File: src/rtl/packet2_axis_if.sv
// AXI4-Stream beat channel between the Aurora packetizer and its downstream consumer.
// The master drives valid/data/last; the slave returns ready.
interface packet2_axis_if;
    logic        TVALID;
    logic        TREADY;
    logic        TLAST;
    logic [31:0] TDATA;

    modport master (
        output TVALID,
        output TLAST,
        output TDATA,
        input  TREADY
    );

    modport slave (
        input  TVALID,
        input  TLAST,
        input  TDATA,
        output TREADY
    );
endinterface

File: src/rtl/packet2_axis.sv
// Aurora transmit packetizer: serializes {header, data words} onto AXI4-Stream, with a
// one-entry pending slot so a queued packet follows the current one with no idle beat.
module packet2_axis #(
    parameter int MAGIC_WIDTH     = 16,
    parameter int MAGIC_START_BIT = 16,
    parameter int INDEX_WIDTH     = 5,
    parameter int INDEX_START_BIT = 10,
    parameter int NUM_DATA_WORDS  = 1
) (
    input  logic                         auroraClk,
    input  logic                         auroraReset,
    input  logic [MAGIC_WIDTH-1:0]       headerMagic,
    input  logic                         packetStrobe,
    input  logic [INDEX_WIDTH-1:0]       packetIndex,
    input  logic [32*NUM_DATA_WORDS-1:0] packetData,
    packet2_axis_if.master               axis,
    output logic                         busy,
    output logic                         sentStrobe,
    output logic                         dropStrobe
);

    if (INDEX_START_BIT + INDEX_WIDTH - 1 > MAGIC_START_BIT - 1) begin : g_bad_layout
        $error("packet2_axis: index field overlaps magic field");
    end
    if (NUM_DATA_WORDS < 1) begin : g_bad_words
        $error("packet2_axis: NUM_DATA_WORDS must be at least 1");
    end

    localparam int                CW       = $clog2(NUM_DATA_WORDS + 1);
    localparam int                DW       = 32 * NUM_DATA_WORDS;
    localparam logic [CW-1:0]     LAST_CNT = CW'(NUM_DATA_WORDS - 1);

    typedef enum logic [1:0] {S_IDLE, S_HEADER, S_DATA} state_t;

    state_t                 r_state;
    logic [CW-1:0]          r_word_cnt;
    logic                   r_tvalid;
    logic                   r_tlast;
    logic [31:0]            r_tdata;
    logic                   r_busy;
    logic                   r_sent;
    logic                   r_drop;

    logic                   r_act_full;
    logic [MAGIC_WIDTH-1:0] r_act_magic;
    logic [INDEX_WIDTH-1:0] r_act_index;
    logic [DW-1:0]          r_act_data;
    logic                   r_pend_full;
    logic [MAGIC_WIDTH-1:0] r_pend_magic;
    logic [INDEX_WIDTH-1:0] r_pend_index;
    logic [DW-1:0]          r_pend_data;

    logic                   w_hs;
    logic                   w_last_hs;
    logic                   w_act_from_pend;
    logic                   w_act_from_req;
    logic                   w_new_act;
    logic                   w_load_pend;
    logic                   w_drop;
    logic                   w_act_full_nxt;
    logic                   w_pend_full_nxt;
    logic [MAGIC_WIDTH-1:0] w_new_magic;
    logic [INDEX_WIDTH-1:0] w_new_index;
    logic [31:0]            w_new_hdr;
    logic [CW-1:0]          w_next_cnt;
    logic [31:0]            w_next_word;

    assign axis.TVALID = r_tvalid;
    assign axis.TLAST  = r_tlast;
    assign axis.TDATA  = r_tdata;
    assign busy        = r_busy;
    assign sentStrobe  = r_sent;
    assign dropStrobe  = r_drop;

    // Slot admission: the active slot frees on the last-word handshake, so a request in that
    // same cycle can still be taken without a drop.
    always_comb begin
        w_hs            = r_tvalid && axis.TREADY;
        w_last_hs       = (r_state == S_DATA) && w_hs && (r_word_cnt == LAST_CNT);
        w_act_from_pend = w_last_hs && r_pend_full;
        w_act_from_req  = packetStrobe && !w_act_from_pend && (!r_act_full || w_last_hs);
        w_new_act       = w_act_from_pend || w_act_from_req;
        w_load_pend     = packetStrobe && !w_act_from_req && (!r_pend_full || w_act_from_pend);
        w_drop          = packetStrobe && !w_act_from_req && !w_load_pend;
        w_act_full_nxt  = w_new_act || (r_act_full && !w_last_hs);
        w_pend_full_nxt = w_load_pend || (r_pend_full && !w_act_from_pend);
    end

    always_comb begin
        w_new_magic = headerMagic;
        w_new_index = packetIndex;
        if (w_act_from_pend) begin
            w_new_magic = r_pend_magic;
            w_new_index = r_pend_index;
        end
        w_new_hdr = '0;
        w_new_hdr[MAGIC_START_BIT +: MAGIC_WIDTH] = w_new_magic;
        w_new_hdr[INDEX_START_BIT +: INDEX_WIDTH] = w_new_index;
    end

    always_comb begin
        w_next_cnt  = r_word_cnt + CW'(1);
        w_next_word = '0;
        for (int j = 0; j < NUM_DATA_WORDS; j++) begin
            if (int'(w_next_cnt) == j) begin
                w_next_word = r_act_data[32*j +: 32];
            end
        end
    end

    always_ff @(posedge auroraClk) begin
        if (auroraReset) begin
            r_state      <= S_IDLE;
            r_word_cnt   <= '0;
            r_tvalid     <= 1'b0;
            r_tlast      <= 1'b0;
            r_tdata      <= '0;
            r_busy       <= 1'b0;
            r_sent       <= 1'b0;
            r_drop       <= 1'b0;
            r_act_full   <= 1'b0;
            r_act_magic  <= '0;
            r_act_index  <= '0;
            r_act_data   <= '0;
            r_pend_full  <= 1'b0;
            r_pend_magic <= '0;
            r_pend_index <= '0;
            r_pend_data  <= '0;
        end else begin
            r_sent     <= w_last_hs;
            r_drop     <= w_drop;
            r_busy     <= w_act_full_nxt || w_pend_full_nxt;
            r_act_full <= w_act_full_nxt;

            if (w_act_from_pend) begin
                r_act_magic <= r_pend_magic;
                r_act_index <= r_pend_index;
                r_act_data  <= r_pend_data;
            end else if (w_act_from_req) begin
                r_act_magic <= headerMagic;
                r_act_index <= packetIndex;
                r_act_data  <= packetData;
            end

            r_pend_full <= w_pend_full_nxt;
            if (w_load_pend) begin
                r_pend_magic <= headerMagic;
                r_pend_index <= packetIndex;
                r_pend_data  <= packetData;
            end

            unique case (r_state)
                S_IDLE: begin
                    if (w_new_act) begin
                        r_state  <= S_HEADER;
                        r_tvalid <= 1'b1;
                        r_tlast  <= 1'b0;
                        r_tdata  <= w_new_hdr;
                    end
                end
                S_HEADER: begin
                    if (w_hs) begin
                        r_state    <= S_DATA;
                        r_word_cnt <= '0;
                        r_tdata    <= r_act_data[31:0];
                        r_tlast    <= (LAST_CNT == '0);
                    end
                end
                S_DATA: begin
                    if (w_last_hs) begin
                        r_word_cnt <= '0;
                        if (w_new_act) begin
                            r_state  <= S_HEADER;
                            r_tvalid <= 1'b1;
                            r_tlast  <= 1'b0;
                            r_tdata  <= w_new_hdr;
                        end else begin
                            r_state  <= S_IDLE;
                            r_tvalid <= 1'b0;
                            r_tlast  <= 1'b0;
                            r_tdata  <= '0;
                        end
                    end else if (w_hs) begin
                        r_word_cnt <= w_next_cnt;
                        r_tdata    <= w_next_word;
                        r_tlast    <= (w_next_cnt == LAST_CNT);
                    end
                end
                default: begin
                    r_state  <= S_IDLE;
                    r_tvalid <= 1'b0;
                end
            endcase
        end
    end

endmodule

File: src/flat_wrapper.sv
// flat-port wrapper written by rule: the top's interface ports become plain ports
module packet2_axis_flat 
#(
    parameter int MAGIC_WIDTH     = 16,
    parameter int MAGIC_START_BIT = 16,
    parameter int INDEX_WIDTH     = 5,
    parameter int INDEX_START_BIT = 10,
    parameter int NUM_DATA_WORDS  = 1
)
  (auroraClk, auroraReset, headerMagic, packetStrobe, packetIndex, packetData, busy, sentStrobe, dropStrobe, axis_TVALID, axis_TLAST, axis_TDATA, axis_TREADY);
  packet2_axis_if axis_i ();
  input  logic auroraClk;
  input  logic auroraReset;
  input  logic [MAGIC_WIDTH-1:0] headerMagic;
  input  logic packetStrobe;
  input  logic [INDEX_WIDTH-1:0] packetIndex;
  input  logic [32*NUM_DATA_WORDS-1:0] packetData;
  output logic busy;
  output logic sentStrobe;
  output logic dropStrobe;
  output wire logic [$bits(axis_i.TVALID)-1:0] axis_TVALID;
  output wire logic [$bits(axis_i.TLAST)-1:0] axis_TLAST;
  output wire logic [$bits(axis_i.TDATA)-1:0] axis_TDATA;
  input wire logic [$bits(axis_i.TREADY)-1:0] axis_TREADY;
  assign axis_TVALID = axis_i.TVALID;
  assign axis_TLAST = axis_i.TLAST;
  assign axis_TDATA = axis_i.TDATA;
  assign axis_i.TREADY = axis_TREADY;
  packet2_axis #(.MAGIC_WIDTH(MAGIC_WIDTH), .MAGIC_START_BIT(MAGIC_START_BIT), .INDEX_WIDTH(INDEX_WIDTH), .INDEX_START_BIT(INDEX_START_BIT), .NUM_DATA_WORDS(NUM_DATA_WORDS)) u_core (.auroraClk(auroraClk), .auroraReset(auroraReset), .headerMagic(headerMagic), .packetStrobe(packetStrobe), .packetIndex(packetIndex), .packetData(packetData), .axis(axis_i), .busy(busy), .sentStrobe(sentStrobe), .dropStrobe(dropStrobe));
endmodule
File: config.mk
export PLATFORM = sky130hd
export DESIGN_NAME = packet2_axis_flat
export DESIGN_NICKNAME = d
export VERILOG_FILES = /design/src/rtl/packet2_axis_if.sv /design/src/rtl/packet2_axis.sv /design/src/flat_wrapper.sv
export SDC_FILE = /design/constraint.sdc
export NUM_CORES = 1
export LEC_CHECK = 0
export BUFFER_PORTS_ARGS = -buffer_cell sky130_fd_sc_hd__buf_2
export CAP_MARGIN = 5
export CORE_ASPECT_RATIO = 1.75
export CORE_UTILIZATION = 55
export CTS_CLUSTER_SIZE = 30
export DETAILED_ROUTE_END_ITERATION = 16
export GPL_ROUTABILITY_DRIVEN = 0
export PLACE_DENSITY = 0.78
export SYNTH_ARGS = -nofsm -noshare
export SYNTH_HDL_FRONTEND = slang
export SYNTH_SLANG_ARGS = --single-unit
export TNS_END_PERCENT = 50
File: constraint.sdc
create_clock -name auroraClk -period 5.9 [get_ports auroraClk]
set_input_delay 0.59 -clock auroraClk [delete_from_list [all_inputs] [get_ports auroraClk]]
set_output_delay 0.59 -clock auroraClk [all_outputs]
set_load 0.05 [all_outputs]
==> flow_summary.json, run 1 <==
{
  "drive_above_1_share": 0.1863,
  "fin_total_pwr_uw": 2809,
  "drt_wl_total_mm": 13.96,
  "grt_pass1_vias": 4756,
  "worstSetupStartpointType": "register",
  "r2r_start": "u_core.r_state[0]",
  "synth_cell_types": 44,
  "fin_crit_sh": 0.5377,
  "coreArea_mm2": 0.009527,
  "worst_r2r_path_depth": 7,
  "syn-num-nets": 697,
  "cts.sinks": 127,
  "synth_cells": 634,
  "min_from": "packetData[11]",
  "clockRootBuffer": "clkbuf_16",
  "multi_input_area_mm2": 0.002587,
  "via_count": 4969,
  "yosys_warnings": 0,
  "cts_setup_buffers": 0,
  "slew_headroom": 0.1659,
  "tightest_slew_ns": 1.247,
  "whs_path_depth": 3,
  "finalMaxSlewViolations": 0,
  "clockBufferDepth": 2,
  "final-setup-viol-count": 0,
  "post_drt_wl_per_cell_um": 16.92,
  "diodes": 0,
  "seqCellArea_mm2": 0.002542,
  "die_area_mm2": 0.01027,
  "track_usage": 0.2790,
  "outcome": "finished, final reports clean",
  "layout_min_cycle_time_ns": 3.172,
  "synth_seq_cells": 127,
  "worstHoldPathType": "primary input to register",
  "antenna_found_initial": 0,
  "synth_ff_type": "dfxtp_1",
  "grt_max_degree": 88,
  "cts_made_buffers": 17,
  "final_hold_viol_count": 0,
  "ant_nets": 0,
  "end_kind": "register",
  "synth_enable_flop_cells": 0,
  "arrival_ns": 3.50,
  "clock_latency_ns": 0.41,
  "vdd_drop_max_uv": 308.2,
  "rsz0062_at_grt": "false",
  "port_buffers": 93,
  "drt-initial-drc-count": 321,
  "fin_skew_ns": 0.006374,
  "area_growth_pct": 16.97,
  "grt_pass1_wl_mm": 22.50,
  "firstDrtPassIters": 6,
  "fillCellCount": 810,
  "clk_pin_slew_ns": 0.05,
  "min_to": "u_core.r_pend_data[11]",
  "rows": 47,
  "cap_viol_max_count": 0,
  "path_class": "register to register",
  "leakage_uw": 0.002596,
  "r2r_slack_ns": 2.73,
  "yosysSeqAreaShare": 0.4692,
  "synthArstFlopShare": 0,
  "netlist_area_mm2": 0.005419,
  "ios": 94,
  "crit_fanout": 53,
  "start_util": 0.5688,
  "crit_required_ns": 6.22,
  "max_freq_mhz": 315.2,
  "syn_area_per_cell_um2": 8.547,
  "drc": 0,
  "nets": 759,
  "powerDensity_mw_per_mm2": 443.2,
  "timing.rr.end": "u_core.r_pend_index[0]",
  "die_w_um": 77.04,
  "overflow": 0,
  "viasPerCell": 6.023,
  "dp_hpwl_mm": 8.744,
  "die_y_um": 133.3,
  "cts-resized-gates": 0,
  "cts_max_level": 4,
  "postCtsHoldBufs": 0,
  "fin_setup_tns_ns": 0,
  "tritoncts": "done"
}
metal layers:
layer,global-route usage,up-vias,part of all wire
li1,-,2357,-
met1,0.3271,2364,0.41
met2,0.4573,205,0.50
met3,0.08014,43,0.057
met4,0.1499,0,0.029
met5,0,-,0
final cells by class:
cell class,instances,share of cell area
clock buffer,25,0.07975
clock inverter,1,0.004737
inverter,6,0.003553
multi-input combinational,447,0.4082
sequential,127,0.4011
tap,122,0.02408
timing repair buffer,97,0.07856
sequential cells by signal, indices dropped and copies added (netlist names):
signal / cells
u_core.axis.TDATA: 32
u_core.axis.TLAST: 1
u_core.axis.TVALID: 1
u_core.busy: 1
u_core.dropStrobe: 1
u_core.r_act_data: 32
u_core.r_act_full: 1
u_core.r_pend_data: 32
u_core.r_pend_full: 1
u_core.r_pend_index: 5
u_core.r_pend_magic: 16
u_core.r_state: 2
u_core.r_word_cnt: 1
u_core.sentStrobe: 1
synthesized netlist by cell type (3+ instances only):
library cell	n	area (um2)
a211o_1	8	70.07
a211oi_1	52	390.4
a21oi_1	84	420.4
a222oi_1	13	130.1
and3_1	8	50.05
buf_1	3	11.26
buf_2	21	105.1
buf_4	3	22.52
buf_6	5	56.30
clkbuf_1	22	82.58
dfxtp_1	127	2542
ha_1	6	75.07
inv_1	5	18.77
mux2i_1	33	330.3
nand2_1	133	499.2
nand3_1	13	65.06
nor2_1	48	180.2
nor2b_1	10	62.56
nor3_1	3	15.01
o21ai_0	10	50.05
power breakdown:
group          total, uW  internal (uW)  leakage [uW]  switching [uW]
Combinational        829            237       0.00130             591
Sequential          1020            953       0.00104            68.4
Clock                959            620      0.000263             339
Total               2810           1810       0.00260             999
worst max-delay path by stage:
stage                 startpoint                      to  slack [ns]  cells past startpoint
2_1_floorplan  u_core.r_state[0]   u_core.axis.TDATA[13]        3.93                      9
3_3_place_gp   u_core.r_state[0]   u_core.r_pend_data[1]        3.00                      7
3_5_place_dp   u_core.r_state[0]  u_core.r_pend_magic[8]        2.84                      7
4_1_cts        u_core.r_state[0]  u_core.r_pend_index[0]        2.75                      7
5_1_grt        u_core.r_state[0]  u_core.r_pend_index[0]        2.47                      7
6_report       u_core.r_state[0]  u_core.r_pend_index[0]        2.73                      7
cell usage in the layout, fill, tap and decap left out, drive strengths merged, types with 2 or more instances in the layout:
| cell type | instances |
|---|---|
| a211o | 8 |
| and3 | 8 |
| nand2 | 134 |
| a311oi | 2 |
| nor2 | 49 |
| nand3 | 13 |
| inv | 6 |
| nor2b | 10 |
| clkbuf | 25 |
| o21ai | 11 |
| buf | 97 |
| ha | 6 |
| a211oi | 52 |
| nand2b | 2 |
| mux2i | 33 |
| dfxtp | 127 |
| a222oi | 13 |
| a31oi | 2 |
| a21oi | 86 |
| and2 | 2 |
| nor3 | 3 |
stage by stage:
step / util / worst slack, ns / cells / cell area (um2) / hold WS [ns]
final: 0.6654 / 2.728 / 825 / 6339 / 0.4273
after global routing: 0.6654 / 2.473 / 825 / 6339 / 0.4237
after CTS: 0.6654 / 2.754 / 825 / 6339 / 0.4184
after detailed placement: 0.6091 / 2.836 / 799 / 5803 / 0.4443
after global placement: 0.6091 / 3.003 / 799 / 5803 / 0.4382
after floorplan: - / 3.935 / 634 / 5419 / 0.4332
worst max-delay path, stage by stage (launching register included):
cell      delay, ns
dfxtp_1        0.36
inv_1          0.13
ha_1           0.36
nand4b_4       0.34
nor2_4         0.54
o21a_2         0.98
nand2_1        0.15
a21oi_1        0.20
cells by family after synthesis:
group,share of synthesized area
flops,0.4692
compound gates,0.2196
buf+inv,0.05541
fa+ha+maj,0.01385
mux,0.06303
simple gates,0.1789
Power figures use the tool's default switching activity.
==> inputs of run 2 (changes only) <==
Settings changed: CORE_UTILIZATION 55 to 50, PLACE_DENSITY 0.78 to 0.74.
Clock period 5.9 ns to 2.9 ns, I/O delays scaled along.
==> run 2 against run 1 <==
  * Die area grew 9.8%
  * Largest power group is now the clock network
  * Combinational power grew 110%
  * Final area rose by 2.9%
  * Clock skew is 0.0026 ns higher
  * Final cell count grew 2.5%
  * Via count increased by 0.14%
  * Largest cell class unchanged
  * Critical path depth grew 1
==> flow_summary.json, run 2 (synthesis gave the netlist of run 1 again) <==
{
  "outcome": "finished, final reports clean",
  "leakage_uw": 0.002675,
  "cts_made_buffers": 17,
  "postCtsHoldBufs": 0,
  "final_cells": 846,
  "final_hold_viol_count": 0,
  "crit_fanout": 41,
  "overflow": 0,
  "stdcell_area_mm2": 0.006521,
  "drc": 0,
  "die_w_um": 80.70,
  "via_count": 4976,
  "grt_pass1_wl_mm": 23.20,
  "post_drt_wl_per_cell_um": 17.32,
  "rsz0062_at_grt": "false",
  "worstSetupStartpointType": "register",
  "die_area_mm2": 0.01127,
  "powerDensity_mw_per_mm2": 919.3,
  "diodes": 0,
  "final_util": 0.6132,
  "final-setup-viol-count": 0,
  "cap_viol_max_count": 0,
  "firstDrtPassIters": 5,
  "tightest_slew_ns": 0.7106,
  "path_class": "register to register",
  "drt_wl_total_mm": 14.66,
  "clk_pin_slew_ns": 0.06,
  "final_cell_mix": "nand2_1, dfxtp_1, buf_2",
  "dp_hpwl_mm": 9.382,
  "post-place-cells": 814,
  "finalMaxSlewViolations": 0,
  "area_growth_pct": 20.34,
  "viasPerCell": 5.882,
  "arrival_ns": 2.82,
  "die_y_um": 139.7,
  "ant_nets": 0,
  "worst_r2r_path_depth": 8,
  "clockRootBuffer": "clkbuf_16",
  "cts-resized-gates": 0,
  "worstHoldPathType": "primary input to register",
  "whs_path_depth": 3,
  "drt-initial-drc-count": 416,
  "coreArea_mm2": 0.01064,
  "cts_max_level": 4,
  "fin_skew_ns": 0.008980,
  "vdd_drop_max_uv": 636.8,
  "nets": 766,
  "rows": 50,
  "end_kind": "register",
  "track_usage": 0.2691,
  "port_buffers": 93,
  "antenna_found_initial": 0,
  "place_area_mm2": 0.005903,
  "ios": 94,
  "start_util": 0.5095,
  "clockBufferDepth": 2,
  "clock_latency_ns": 0.42,
  "max_freq_mhz": 402.1,
  "cts_setup_buffers": 0,
  "slew_headroom": 0.5263,
  "tritoncts": "done",
  "fin_setup_tns_ns": 0,
  "crit_required_ns": 3.23,
  "drive_above_1_share": 0.2053,
  "grt_pass1_vias": 4775,
  "grt_max_degree": 68,
  "cts.sinks": 127,
  "final_common_cell": "nand2_1",
  "layout_min_cycle_time_ns": 2.487,
  "fin_crit_sh": 0.8577
}
[run 2: changes by cell type in the layout (fill, tap and decap cells not counted)]
cell and delta:
buf_12 +3, clkbuf_8 -4, clkbuf_1 -3, clkinv_2 +1, buf_4 +4, clkinv_4 +2, clkinvlp_4 +3, bufinv_16 +2
inv_6 +5
[run 2: final timing paths]
path,to,slack (ns),from
setup reg to reg,u_core.r_pend_data[28],0.41,u_core.r_state[0]
hold / removal,u_core.r_pend_magic[10],0.12,headerMagic[10]
hold reg to reg,u_core.axis.TDATA[6],0.45,u_core.axis.TDATA[6]
setup / recovery,u_core.r_pend_data[28],0.41,u_core.r_state[0]
[run 2: metal layers]
| metal | vias to the layer above | global-route usage | routed length, um |
|---|---|---|---|
| li1 | 2377 | - | - |
| met1 | 2373 | 0.2895 | 5598 |
| met2 | 192 | 0.4670 | 7744 |
| met3 | 34 | 0.07279 | 822 |
| met4 | 0 | 0.1400 | 490 |
| met5 | - | 0 | 0 |
[run 2: power breakdown]
| part | switching (uW) | internal (uW) | leakage [uW] |
|---|---|---|---|
| registers | 129 | 1940 | 0.00104 |
| logic | 1210 | 507 | 0.00134 |
| clock network | 824 | 1390 | 0.000294 |
| total | 2160 | 3830 | 0.00268 |
[run 2: final cells by class]
class / count / area, um2
sequential: 127 / 2542
timing repair buffer: 104 / 588.1
clock inverter: 14 / 178.9
clock buffer: 18 / 439.2
multi-input combinational: 447 / 2587
tap: 130 / 162.7
inverter: 6 / 22.52
fill: 926 / 4114
[run 2: per-stage QoR]
| step | power (uW) | worst slack, ns | hold slack [ns] |
|---|---|---|---|
| after floorplan | 3403 | 0.9346 | 0.4260 |
| after global placement | 3745 | 0.6140 | 0.4356 |
| after detailed placement | 3795 | 0.4812 | 0.4428 |
| after CTS | 5996 | 0.4223 | 0.1127 |
| after global routing | 6243 | 0.1586 | 0.1159 |
| final | 5995 | 0.4128 | 0.1220 |
[run 2: critical path: stages (launching register included)]
cell	delay, ns
dfxtp_1	0.35
inv_1	0.11
ha_1	0.36
nand4b_4	0.35
and3_1	0.36
o21ai_4	0.14
buf_4	0.42
nand2_1	0.12
a21oi_1	0.19
